### src/rtl/face_det_pkg.sv
// Shared widths, default frame geometry and pixel/coordinate types for the face detection front end.
package face_det_pkg;
  localparam int DATA_WIDTH_8    = 8;
  localparam int DATA_WIDTH_12   = 12;
  localparam int DATA_WIDTH_16   = 16;
  localparam int DEF_ORI_WIDTH   = 800;
  localparam int DEF_ORI_HEIGHT  = 600;
  localparam int DEF_COORD_WIDTH = 12;
  localparam int DEF_SCALE       = 2;
  localparam int INTEGRAL_LENGTH = 24;

  typedef logic [DEF_COORD_WIDTH-1:0] coord_t;
  typedef logic [DATA_WIDTH_12-1:0]   pixel_t;
endpackage

### src/rtl/frame_xy_counter.sv
// Raster x/y counter wrapping at W_MAX-1 / H_MAX-1; load0 makes the current step count from (0,0).
// Registered state, no latency on flags; advances only on en, never stalls upstream.
module frame_xy_counter #(
  parameter int W_MAX       = 800,
  parameter int H_MAX       = 600,
  parameter int COORD_WIDTH = 12
) (
  input  logic                   clk_os,
  input  logic                   reset_fpga,
  input  logic                   en,
  input  logic                   load0,
  output logic [COORD_WIDTH-1:0] x,
  output logic [COORD_WIDTH-1:0] y,
  output logic                   at_origin,
  output logic                   at_last
);
  localparam logic [COORD_WIDTH-1:0] X_LAST = COORD_WIDTH'(W_MAX - 1);
  localparam logic [COORD_WIDTH-1:0] Y_LAST = COORD_WIDTH'(H_MAX - 1);
  localparam logic [COORD_WIDTH-1:0] ONE    = COORD_WIDTH'(1);

  logic [COORD_WIDTH-1:0] base_x;
  logic [COORD_WIDTH-1:0] base_y;

  // a resync treats the current pixel as the origin, so stepping starts from zero
  assign base_x    = load0 ? '0 : x;
  assign base_y    = load0 ? '0 : y;
  assign at_origin = (x == '0) && (y == '0);
  assign at_last   = (x == X_LAST) && (y == Y_LAST);

  always_ff @(posedge clk_os or posedge reset_fpga) begin
    if (reset_fpga) begin
      x <= '0;
      y <= '0;
    end else if (en) begin
      if (base_x == X_LAST) begin
        x <= '0;
        y <= (base_y == Y_LAST) ? '0 : base_y + ONE;
      end else begin
        x <= base_x + ONE;
        y <= base_y;
      end
    end
  end
endmodule

### src/rtl/frame_coord_sequencer.sv
// Pixel-stream coordinate tracker and SCALE decimator; optional resync on i_sof under FRAME_SYNC_CHECK_EN.
// 1-cycle registered latency; no backpressure, gaps in i_valid simply freeze all counters.
module frame_coord_sequencer
  import face_det_pkg::*;
#(
  parameter int DATA_WIDTH  = DATA_WIDTH_12,
  parameter int COORD_WIDTH = DEF_COORD_WIDTH,
  parameter int ORI_WIDTH   = DEF_ORI_WIDTH,
  parameter int ORI_HEIGHT  = DEF_ORI_HEIGHT,
  parameter int SCALE       = DEF_SCALE,
  parameter int WIN_LEN     = INTEGRAL_LENGTH
) (
  input  logic                   clk_os,
  input  logic                   reset_fpga,
  input  logic                   i_valid,
  input  logic                   i_sof,
  input  logic [DATA_WIDTH-1:0]  i_pixel,
  output logic                   o_valid,
  output logic [DATA_WIDTH-1:0]  o_pixel,
  output logic [COORD_WIDTH-1:0] o_ori_x,
  output logic [COORD_WIDTH-1:0] o_ori_y,
  output logic [COORD_WIDTH-1:0] o_scale_x,
  output logic [COORD_WIDTH-1:0] o_scale_y,
  output logic                   o_window,
  output logic                   o_sof,
  output logic                   o_eof,
  output logic                   o_sync_err,
  output logic [7:0]             o_err_cnt
);
  localparam int RES_W = ORI_WIDTH / SCALE;
  localparam int RES_H = ORI_HEIGHT / SCALE;
  localparam int PW    = (SCALE > 1) ? $clog2(SCALE) : 1;
  localparam logic [PW-1:0]          PH_LAST    = PW'(SCALE - 1);
  localparam logic [PW-1:0]          PH_ONE     = PW'(1);
  localparam logic [COORD_WIDTH-1:0] ORI_X_LAST = COORD_WIDTH'(ORI_WIDTH - 1);
  localparam logic [COORD_WIDTH-1:0] WIN_MIN    = COORD_WIDTH'(WIN_LEN - 1);
  localparam bit                     RES_1X1    = (RES_W == 1) && (RES_H == 1);

  if ((ORI_WIDTH > (1 << COORD_WIDTH)) || (ORI_HEIGHT > (1 << COORD_WIDTH))) begin : g_coord_too_narrow
    $error("COORD_WIDTH cannot hold ORI_WIDTH-1 / ORI_HEIGHT-1");
  end

  logic [COORD_WIDTH-1:0] ori_x, ori_y, sc_x, sc_y;
  logic [COORD_WIDTH-1:0] cur_ori_x, cur_ori_y, cur_sc_x, cur_sc_y;
  logic                   ori_at_origin, ori_last_unused, sc_at_origin, sc_at_last;
  logic [PW-1:0]          phase_x, phase_y, px_base, py_base;
  logic                   resync, kept, ori_x_wrap;

  assign px_base    = resync ? '0 : phase_x;
  assign py_base    = resync ? '0 : phase_y;
  assign cur_ori_x  = resync ? '0 : ori_x;
  assign cur_ori_y  = resync ? '0 : ori_y;
  assign cur_sc_x   = resync ? '0 : sc_x;
  assign cur_sc_y   = resync ? '0 : sc_y;
  assign ori_x_wrap = (cur_ori_x == ORI_X_LAST);
  assign kept       = i_valid && (px_base == '0) && (py_base == '0);

  frame_xy_counter #(.W_MAX(ORI_WIDTH), .H_MAX(ORI_HEIGHT), .COORD_WIDTH(COORD_WIDTH)) u_ori_cnt (
    .clk_os(clk_os), .reset_fpga(reset_fpga), .en(i_valid), .load0(resync),
    .x(ori_x), .y(ori_y), .at_origin(ori_at_origin), .at_last(ori_last_unused)
  );

  frame_xy_counter #(.W_MAX(RES_W), .H_MAX(RES_H), .COORD_WIDTH(COORD_WIDTH)) u_res_cnt (
    .clk_os(clk_os), .reset_fpga(reset_fpga), .en(kept), .load0(resync),
    .x(sc_x), .y(sc_y), .at_origin(sc_at_origin), .at_last(sc_at_last)
  );

  // frame dimensions are multiples of SCALE, so phase wrap lines up with the line/frame wrap
  always_ff @(posedge clk_os or posedge reset_fpga) begin
    if (reset_fpga) begin
      phase_x <= '0;
      phase_y <= '0;
    end else if (i_valid) begin
      phase_x <= (px_base == PH_LAST) ? '0 : px_base + PH_ONE;
      if (ori_x_wrap) phase_y <= (py_base == PH_LAST) ? '0 : py_base + PH_ONE;
      else            phase_y <= py_base;
    end
  end

  always_ff @(posedge clk_os or posedge reset_fpga) begin
    if (reset_fpga) begin
      o_valid   <= 1'b0;
      o_window  <= 1'b0;
      o_sof     <= 1'b0;
      o_eof     <= 1'b0;
      o_pixel   <= '0;
      o_ori_x   <= '0;
      o_ori_y   <= '0;
      o_scale_x <= '0;
      o_scale_y <= '0;
    end else begin
      o_valid  <= kept;
      o_window <= kept && (cur_sc_x >= WIN_MIN) && (cur_sc_y >= WIN_MIN);
      o_sof    <= kept && (resync || sc_at_origin);
      o_eof    <= kept && (resync ? RES_1X1 : sc_at_last);
      if (kept) begin
        o_pixel   <= i_pixel;
        o_ori_x   <= cur_ori_x;
        o_ori_y   <= cur_ori_y;
        o_scale_x <= cur_sc_x;
        o_scale_y <= cur_sc_y;
      end
    end
  end

`ifdef FRAME_SYNC_CHECK_EN
  assign resync = i_valid && i_sof && !ori_at_origin;

  always_ff @(posedge clk_os or posedge reset_fpga) begin
    if (reset_fpga) begin
      o_sync_err <= 1'b0;
      o_err_cnt  <= '0;
    end else begin
      o_sync_err <= resync;
      if (resync && (o_err_cnt != 8'hFF)) o_err_cnt <= o_err_cnt + 8'd1;
    end
  end
`else
  logic unused_sync;
  assign resync      = 1'b0;
  assign o_sync_err  = 1'b0;
  assign o_err_cnt   = '0;
  assign unused_sync = ^{i_sof, ori_at_origin};
`endif
endmodule
### config.mk
export PLATFORM = sky130hd
export DESIGN_NAME = frame_coord_sequencer
export DESIGN_NICKNAME = d
export VERILOG_FILES = /design/src/rtl/face_det_pkg.sv /design/src/rtl/frame_xy_counter.sv /design/src/rtl/frame_coord_sequencer.sv
export SDC_FILE = /design/constraint.sdc
export NUM_CORES = 1
export LEC_CHECK = 0
export CELL_PAD_IN_SITES_DETAIL_PLACEMENT = 1
export CELL_PAD_IN_SITES_GLOBAL_PLACEMENT = 1
export CORE_AREA = 2 2 124 126
export CTS_BUF_LIST = sky130_fd_sc_hd__clkbuf_4
export CTS_CLUSTER_SIZE = 40
export DETAILED_ROUTE_END_ITERATION = 16
export DIE_AREA = 0 0 126 128
export DONT_BUFFER_PORTS = 1
export PLACE_DENSITY = 0.56
export SKIP_CTS_REPAIR_TIMING = 1
export SLEW_MARGIN = 5
export SYNTH_ARGS = -nofsm -noshare
export SYNTH_HDL_FRONTEND = slang
export SYNTH_SLANG_ARGS = --single-unit
### constraint.sdc
create_clock -name clk_os -period 9.1 [get_ports clk_os]
set_input_delay 1.365 -clock clk_os [delete_from_list [all_inputs] [get_ports clk_os]]
set_output_delay 1.365 -clock clk_os [all_outputs]
set_load 0.005 [all_outputs]
# After elaboration in Yosys (flattened, before gate mapping)
# Index checks and enable logic that the tools add are counted.
# W data, S select, Z words.
[classes]
n_addsub = 6
order_cmp = 2
eq_ne = 4
mux = 6
n_bitwise = 2
reduce_logical = 12
[op_table]
columns = ["operator", "n"]
rows = [
  ["$add A12 B1 Y12 const B", 4],
  ["$mux W12", 4],
  ["$eq A12 B10 Y1 const B", 2],
  ["$eq A12 B9 Y1 const B", 2],
  ["$ge A12 B5 Y1 const B", 2],
  ["$logic_not A12 Y1", 2],
  ["$logic_and A1 B1 Y1", 8],
  ["$reduce_and A2 Y1", 2],
  ["$add A1 B1 Y1 const B", 2],
  ["$mux W1", 2],
  ["$not A1 Y1", 2],
]
[word_totals]
ff_bits = 114
in_bits = 16
output_inout_bits = 73
word_cells = 47

# Logic depth before layout (Yosys ltp)
# Gate-level depths: netlist of the first run.
[logic_depth]
ltp_word = 5
mapped_depth = 7
depth_no_buf = 5

# Cells and area by module
# A second synthesis of the first run with hierarchy kept.
[unflattened]
hier_cells = 539
hier_area_um2 = 6135.9
[modules_own_cells]
columns = ["mod", "n_inst", "cells_per_inst", "area_each_um2", "seq_area_each_um2"]
rows = [
  ["frame_coord_sequencer", 1, 165, 2887.8, 1651.6],
  ["frame_xy_counter (u_res_cnt)", 1, 193, 1676.6, 600.6],
  ["frame_xy_counter (u_ori_cnt)", 1, 181, 1571.5, 600.6],
]

# Least setup slack after synthesis of the first run
# OpenSTA, ideal clock, no wires.
[synth_timing]
kind = "in2reg"
start = "input port i_valid"
end = "register u_res_cnt.y[10]"
setup_ns = 0.124
arrival_time_ns = 2.897
t_required_ns = 8.976
setup_slack_ns = 6.078
path_stages = 5
path_buffers = 1
path_cell_list = "or3b_4 -> or3_1 -> clkbuf_1 -> or4_4 -> xnor2_2"
[synth_via]
elab_chain_len = 3
[synth_lines]
columns = ["item", "line", "source"]
rows = [
  ["from (decl)", "frame_coord_sequencer.sv:15", "input logic i_valid,"],
  ["$logic_and A1 B1 Y1 (2 in series)", "frame_coord_sequencer.sv:56", "assign kept = i_valid && (px_base == '0) && (py_base == '0);"],
  ["$reduce_and A2 Y1 (no line)", "n/a", ""],
  ["to (signal assigned)", "frame_xy_counter.sv:37", "y <= (base_y == Y_LAST) ? '0 : base_y + ONE;"],
  ["to (signal assigned)", "frame_xy_counter.sv:40", "y <= base_y;"],
  ["to (decl)", "frame_xy_counter.sv:13", "output logic [COORD_WIDTH-1:0] y,"],
]
# Every way passes these cells.
# A chain may end at the register's enable or synchronous reset.

# Worst setup path after layout of the first run
[layout_timing]
start = "input port i_valid"
end = "register u_res_cnt.x[3]"
[layout_via]
elab_chain_len = 2
[layout_lines]
columns = ["item", "line", "source"]
rows = [
  ["$logic_and A1 B1 Y1 (2 in series)", "frame_coord_sequencer.sv:56", ""],
  ["to (signal assigned)", "frame_xy_counter.sv:39", "x <= base_x + ONE;"],
  ["to (decl)", "frame_xy_counter.sv:12", "output logic [COORD_WIDTH-1:0] x,"],
]
# Every way passes these cells.

==> metrics.txt, run 1 <==
run status finished clean; clock insertion delay at the later pin of the skew report 0.51 ns; drt wl/cell 16.9 µm; Crit Path Category in -> reg; crit start category input pin; Reg clk slew, reported paths 0.09 ns; die height 128 µm; RSZ-0062 raised after global routing false; FF+latch count, synth 114; via count 3,824; gp weighted congestion 0.774; IO buf count 0; Crit path largest cell delay 0.59 ns; Max Cap Viol 0; endpoints failing setup 0; Post-synth EDFFs 0; drt via density 5.19; Netlist Area Pre-Place 5100 µm²; Seq/Total Area, Yosys 56.0%; Post-Synth Adder-Cell Area 1.47%; slew at the pin closest to its max-slew limit 1.03 ns; top cells by area, synth dfrtp_1, nand2_1, o21ai_0; synth warn 0; die area 16,100 µm²; CP required 9.54 ns; Synth Flop Type dfrtp_1; # fillers 1,783; Distinct cells, synth 50; area post-placement 5230 µm²; TritonCTS clock tree yes; most frequent CP cell buf_4; initial DRC count 152; DRC 0; Die Wd 126 µm; critical-path cell list or3b_4 > buf_4 > inv_1 > buf_4 > nand4_1 > xor2_1 > nor2_1; HPWL after DPL 8470 µm; combinational family with the most area after synthesis simple AND/OR/NAND/NOR gates; I/O pin count 89; Total Power 0.00129 W; Area Growth Syn to Fin 7.24%; final wirelength 12,400 µm; global-route wire length before repair 21,100 µm; layout cells sized above 1 7.65%; gr usage total 16.4%; Worst Setup End Kind flop; pin count of the biggest net entering global routing 81; core box area 14,900 µm²; xor/xnor cell area share of the yosys netlist 4.44%; Max Fclk 319 MHz; Final Hold Vio Count 0; nets@finish 559; post-layout util 36.8%; Synth top cells by count nand2_1, dfrtp_1, o21ai_0; Slew Limit Fails 0; Synth Area in Compound Gates 6.92%; Max Root-Sink Buffers 2; final instance area 5470 µm²; worst clock skew 0.0110 ns; Slew HR 31.2%; count leader, synth nand2_1; post-synth top area cell dfrtp_1; Lkg Pwr 2.59 nW; final setup TNS 0 ns; top-area cell type share of the netlist area 56.0%; Async SR Flop Fraction 100%; simple-gate share of the synthesized area 25.6%; CP max FO 48; Core Rows 45; cts bufs inserted 17; Final Critical Period 3.14 ns; Min-Delay Path Class reg -> reg; ANT nets after route 0; PwrDens 235 nW/µm²; WHS 0.476 ns; Clock Root Buffer clkbuf_4; mux contribution to synthesized area 0.859%; # diodes 0; final period utilization 34.5%; maximum VDD drop 0.0670 mV; post-synthesis instance total 537; clock sinks 114; Crit-path slowest cell or3b_4; Avg Inst Size Synth 9.49 µm²; initial antenna violation count 0; Remaining Overflow, GRT 0; WP data arrival 3.57 ns; initial core utilization 34.3%; vias in the first global route 4,123; Max H-tree Level 4; DRT Pass-1 Iters 4
routing by layer:
metal	track usage (%)	vias to the layer above	routed length, µm	share of wire (%)
met5	0	-	0	0
li1	-	1790	-	-
met2	28.5	64	6420	52
met4	5.49	0	218	1.8
met3	5.80	13	598	4.8
met1	18.9	1957	5180	42
where the power goes:
group / switching, W / internal (W) / leakage (nW)
combinational: 0.000155 / 0.0000757 / 1.00
sequential: 0.000112 / 0.000618 / 1.46
clock: 0.000180 / 0.000144 / 0.131
total: 0.000448 / 0.000837 / 2.59
per-stage QoR:
stage	setup slack, ns	cells
2_1_floorplan	4.72	545
3_3_place_gp	5.42	706
3_5_place_dp	5.38	706
4_1_cts	5.94	737
5_1_grt	5.81	737
6_report	5.96	737
state kept, by name (all words and copies together) (netlist names), 12 cells and up:
| signal | cells |
|---|---|
| u_res_cnt.x | 12 |
| o_ori_x | 12 |
| u_ori_cnt.x | 12 |
| o_scale_y | 12 |
| u_res_cnt.y | 12 |
| o_pixel | 12 |
| o_ori_y | 12 |
| o_scale_x | 12 |
| u_ori_cnt.y | 12 |
worst paths after layout:
path,start,to,slack [ns],cells past startpoint
setup / recovery,i_valid,u_res_cnt.x[3]$_DFFE_PP0P_,5.96,7
hold / removal,phase_x$_DFFE_PP0P_,phase_x$_DFFE_PP0P_,0.48,1
setup reg to reg,phase_y$_DFFE_PP0P_,u_res_cnt.x[3]$_DFFE_PP0P_,6.38,7
hold reg to reg,phase_x$_DFFE_PP0P_,phase_x$_DFFE_PP0P_,0.48,1
max in group asynchronous,reset_fpga,o_scale_y[5]$_DFFE_PP0P_,6.96,2
min in group asynchronous,reset_fpga,o_pixel[11]$_DFFE_PP0P_,0.73,1
cells by family after synthesis:
| logic type | Yosys count |
|---|---|
| flip-flops | 114 |
| adder cells (fa/ha/maj) | 6 |
| multiplexers | 4 |
| other | 1 |
| buffers and inverters | 52 |
| AO/OA/AOI/OAI | 58 |
| XOR/XNOR | 25 |
| AND/OR/NAND/NOR | 277 |
worst max-delay path: cells and delay by family:
family,cells,cell delay (ns)
and+or+nand+nor,3,0.85
xor gates and xnor gates,1,0.16
buffers and inverters,3,1.16
layout by cell type (no fill, tap or decap), drive strengths merged, types with 2 or more instances in the layout:
| cell | count |
|---|---|
| buf | 4 |
| dfrtp | 114 |
| nand4b | 2 |
| xor2 | 7 |
| a21o | 2 |
| ha | 6 |
| a21oi | 3 |
| inv | 21 |
| nor2b | 2 |
| nor3 | 9 |
| clkbuf | 22 |
| nor3b | 2 |
| o31ai | 3 |
| nor4b | 3 |
| mux2 | 3 |
| and3 | 6 |
| nor4bb | 2 |
| clkinv | 7 |
| nand2b | 3 |
| conb | 9 |
| a211oi | 4 |
| o21ai | 32 |
| nand2 | 171 |
| xnor2 | 18 |
| o22ai | 5 |
| and4 | 4 |
| nand3 | 17 |
| nor2 | 16 |
| nand4 | 12 |
| or4 | 3 |
| nor4 | 12 |
| or3 | 7 |
| a22o | 3 |
layout make-up:
| type | instances | area, µm² | share of cell area (%) |
|---|---|---|---|
| multi-input combinational | 379 | 2030 | 37.2 |
| sequential | 114 | 2850 | 52.2 |
| clock inverter | 9 | 66.3 | 1.21 |
| timing repair buffer | 4 | 30.0 | 0.549 |
| inverter | 21 | 81.3 | 1.49 |
| clock buffer | 22 | 165 | 3.02 |
| tap | 188 | 235 | 4.30 |
No activity file was read; power rests on OpenSTA's default activity.
==> run 2: changes to the inputs <==
clock period = 2.9 ns   (was 9.1 ns; I/O delays follow)
==> run 2 against run 1 <==
  * Clock-buffer cell count fell by 4
  * Non-clock buffer count rose by 19
  * Clock power rose to 3.6 times the previous value
  * Core utilization rose by 1.6 points
  * Clock skew rose by 0.0018 ns
  * Global-route usage rose by 0.29 points
  * Critical path type is now reg -> reg
  * Critical endpoint is now u_res_cnt.y[10]$_DFFE_PP0P_
  * Largest cell class unchanged
  * Largest power group unchanged
==> metrics.txt, run 2 (synthesized netlist as in run 1, its figures left out) <==
run status finished clean; # diodes 0 (unchanged); Lkg Pwr 2.69 nW (+4.0%); P_int 0.00279 W (+230%); slew at the pin closest to its max-slew limit 0.614 ns (-0.419 ns); Sw Share 34.1% (-0.71 points); via count 3,839 (+0.39%); Max Fclk 426 MHz; Slew Limit Fails 0 (unchanged); crit start category flop; Die Wd 126 µm (unchanged); DRC 0 (unchanged); clock power share 28.0% (+2.8 points); clock insertion delay at the later pin of the skew report 0.54 ns (+0.03 ns); final wirelength 12,500 µm (+0.97%); global-route wire length before repair 21,100 µm (+0.39%); drt wl/cell 16.6 µm (-1.7%); initial DRC count 126 (-17%); most frequent cells in the layout nand2_1, dfrtp_1, o21ai_0; WP data arrival 2.76 ns (-0.81 ns); vias in the first global route 4,111 (-0.29%); nets@finish 578 (+3.4%); Final Hold Vio Count 0 (unchanged); Clock Root Buffer clkbuf_4; I/O pin count 89 (unchanged); cts bufs inserted 17 (unchanged); TritonCTS clock tree yes; initial core utilization 34.3% (unchanged); clock sinks 114 (unchanged); PwrDens 742 nW/µm² (+220%); die height 128 µm (unchanged); Min-Delay Path Class in -> reg; Worst Setup End Kind flop; WHS 0.0654 ns (-0.411 ns); core box area 14,900 µm² (unchanged); Slew HR 59.1% (+28 points); FF-to-FF Start u_res_cnt.x[6]$_DFFE_PP0P_; Crit Path Category reg -> reg; HPWL after DPL 8550 µm (+0.97%); die area 16,100 µm² (unchanged); initial antenna violation count 0 (unchanged); Max H-tree Level 4 (unchanged); ANT nets after route 0 (unchanged); IO buf count 0 (unchanged); HP Start i_valid; pin count of the biggest net entering global routing 63 (-22%); layout cells sized above 1 8.44% (+0.79 points); RSZ-0062 raised after global routing false; CP max FO 14 (-71%); Remaining Overflow, GRT 0 (unchanged); Max Cap Viol 0 (unchanged); Final Critical Period 2.35 ns; Max Root-Sink Buffers 2 (unchanged); drt via density 5.07 (-2.3%); Final WS setup 0.554 ns (-5.41 ns); commonest non-fill, non-tap cell in the layout nand2_1; endpoints failing setup 0 (unchanged); worst clock skew 0.0129 ns (+0.00184 ns); power share of the combinational group 17.9% (about the same); Placement Setup Slack 0.611 ns (-4.77 ns); gr usage total 16.7% (+0.29 points); maximum VDD drop 0.305 mV (+360%); final setup TNS 0 ns (unchanged); final period utilization 80.9%; gp weighted congestion 0.795 (+2.7%); sequential share of power 54.1% (-2.7 points); post-layout util 38.4% (+1.6 points); Core Rows 45 (unchanged); Psw 0.00144 W (+220%); CP Launch Point u_res_cnt.x[6]$_DFFE_PP0P_; Area Growth Syn to Fin 12.0%; CP required 3.32 ns (-6.22 ns); DRT Pass-1 Iters 4 (unchanged); Reg clk slew, reported paths 0.10 ns (about the same)
==> run 2: cell types whose count changed in the layout (fill, tap and decap cells not counted), sizes merged <==
cell	change
bufinv	+2
buf	+5
clkbuf	-4
dlygate4sd3	+14
inv	-1
clkinvlp	+1
clkinv	+3
==> run 2: worst max-delay path: stages (launching register included) <==
cell,delay [ns]
dfrtp_1,0.43
nor4_1,0.42
or4b_4,0.64
or4_4,0.58
xnor2_2,0.14
==> run 2: power by group through the flow <==
stage	Clock (W)	Sequential [W]	Combinational [W]
floorplan	0	0.00221	0.000593
global placement	0	0.00232	0.000717
global route	0.00131	0.00235	0.000894
CTS	0.00125	0.00231	0.000763
finish	0.00118	0.00229	0.000756
detailed placement	0	0.00234	0.000758
==> run 2: final cells by class <==
cell class / instances / area (µm²)
repair buffers: 23 / 220
inverters: 21 / 82.6
well taps: 188 / 235
clock inverters: 14 / 145
clock buffers: 18 / 135
fillers: 1727 / 9160
flip-flops and latches: 114 / 2850
multi-input cells: 379 / 2030
==> run 2: worst paths after layout <==
| check | endpoint | slack (ns) | depth (start not counted) |
|---|---|---|---|
| worst min register to register | phase_y$_DFFE_PP0P_ | 0.48 | 1 |
| worst max register to register | u_res_cnt.y[10]$_DFFE_PP0P_ | 0.55 | 4 |
| min in group asynchronous | o_scale_y[6]$_DFFE_PP0P_ | 0.43 | 2 |
| worst min-delay path | u_ori_cnt.x[0]$_DFFE_PP0P_ | 0.07 | 2 |
| max in group asynchronous | u_ori_cnt.y[2]$_DFFE_PP0P_ | 1.70 | 3 |
| worst max-delay path | u_res_cnt.y[10]$_DFFE_PP0P_ | 0.55 | 4 |
==> run 2: layer usage <==
layer	vias up	GRT usage, %	share of wire (%)
li1	1835	-	-
met1	1931	20.0	43
met2	54	28.2	51
met3	19	5.01	4.2
met4	0	6.98	2.0
met5	-	0	0
==> run 2: through the flow <==
stage / std cells / area [µm²] / total power (W)
final: 757 / 5710 / 0.00423
after global routing: 757 / 5710 / 0.00456
after CTS: 743 / 5570 / 0.00432
after detailed placement: 711 / 5290 / 0.00310
after global placement: 711 / 5290 / 0.00304
after floorplan: 545 / 5130 / 0.00280
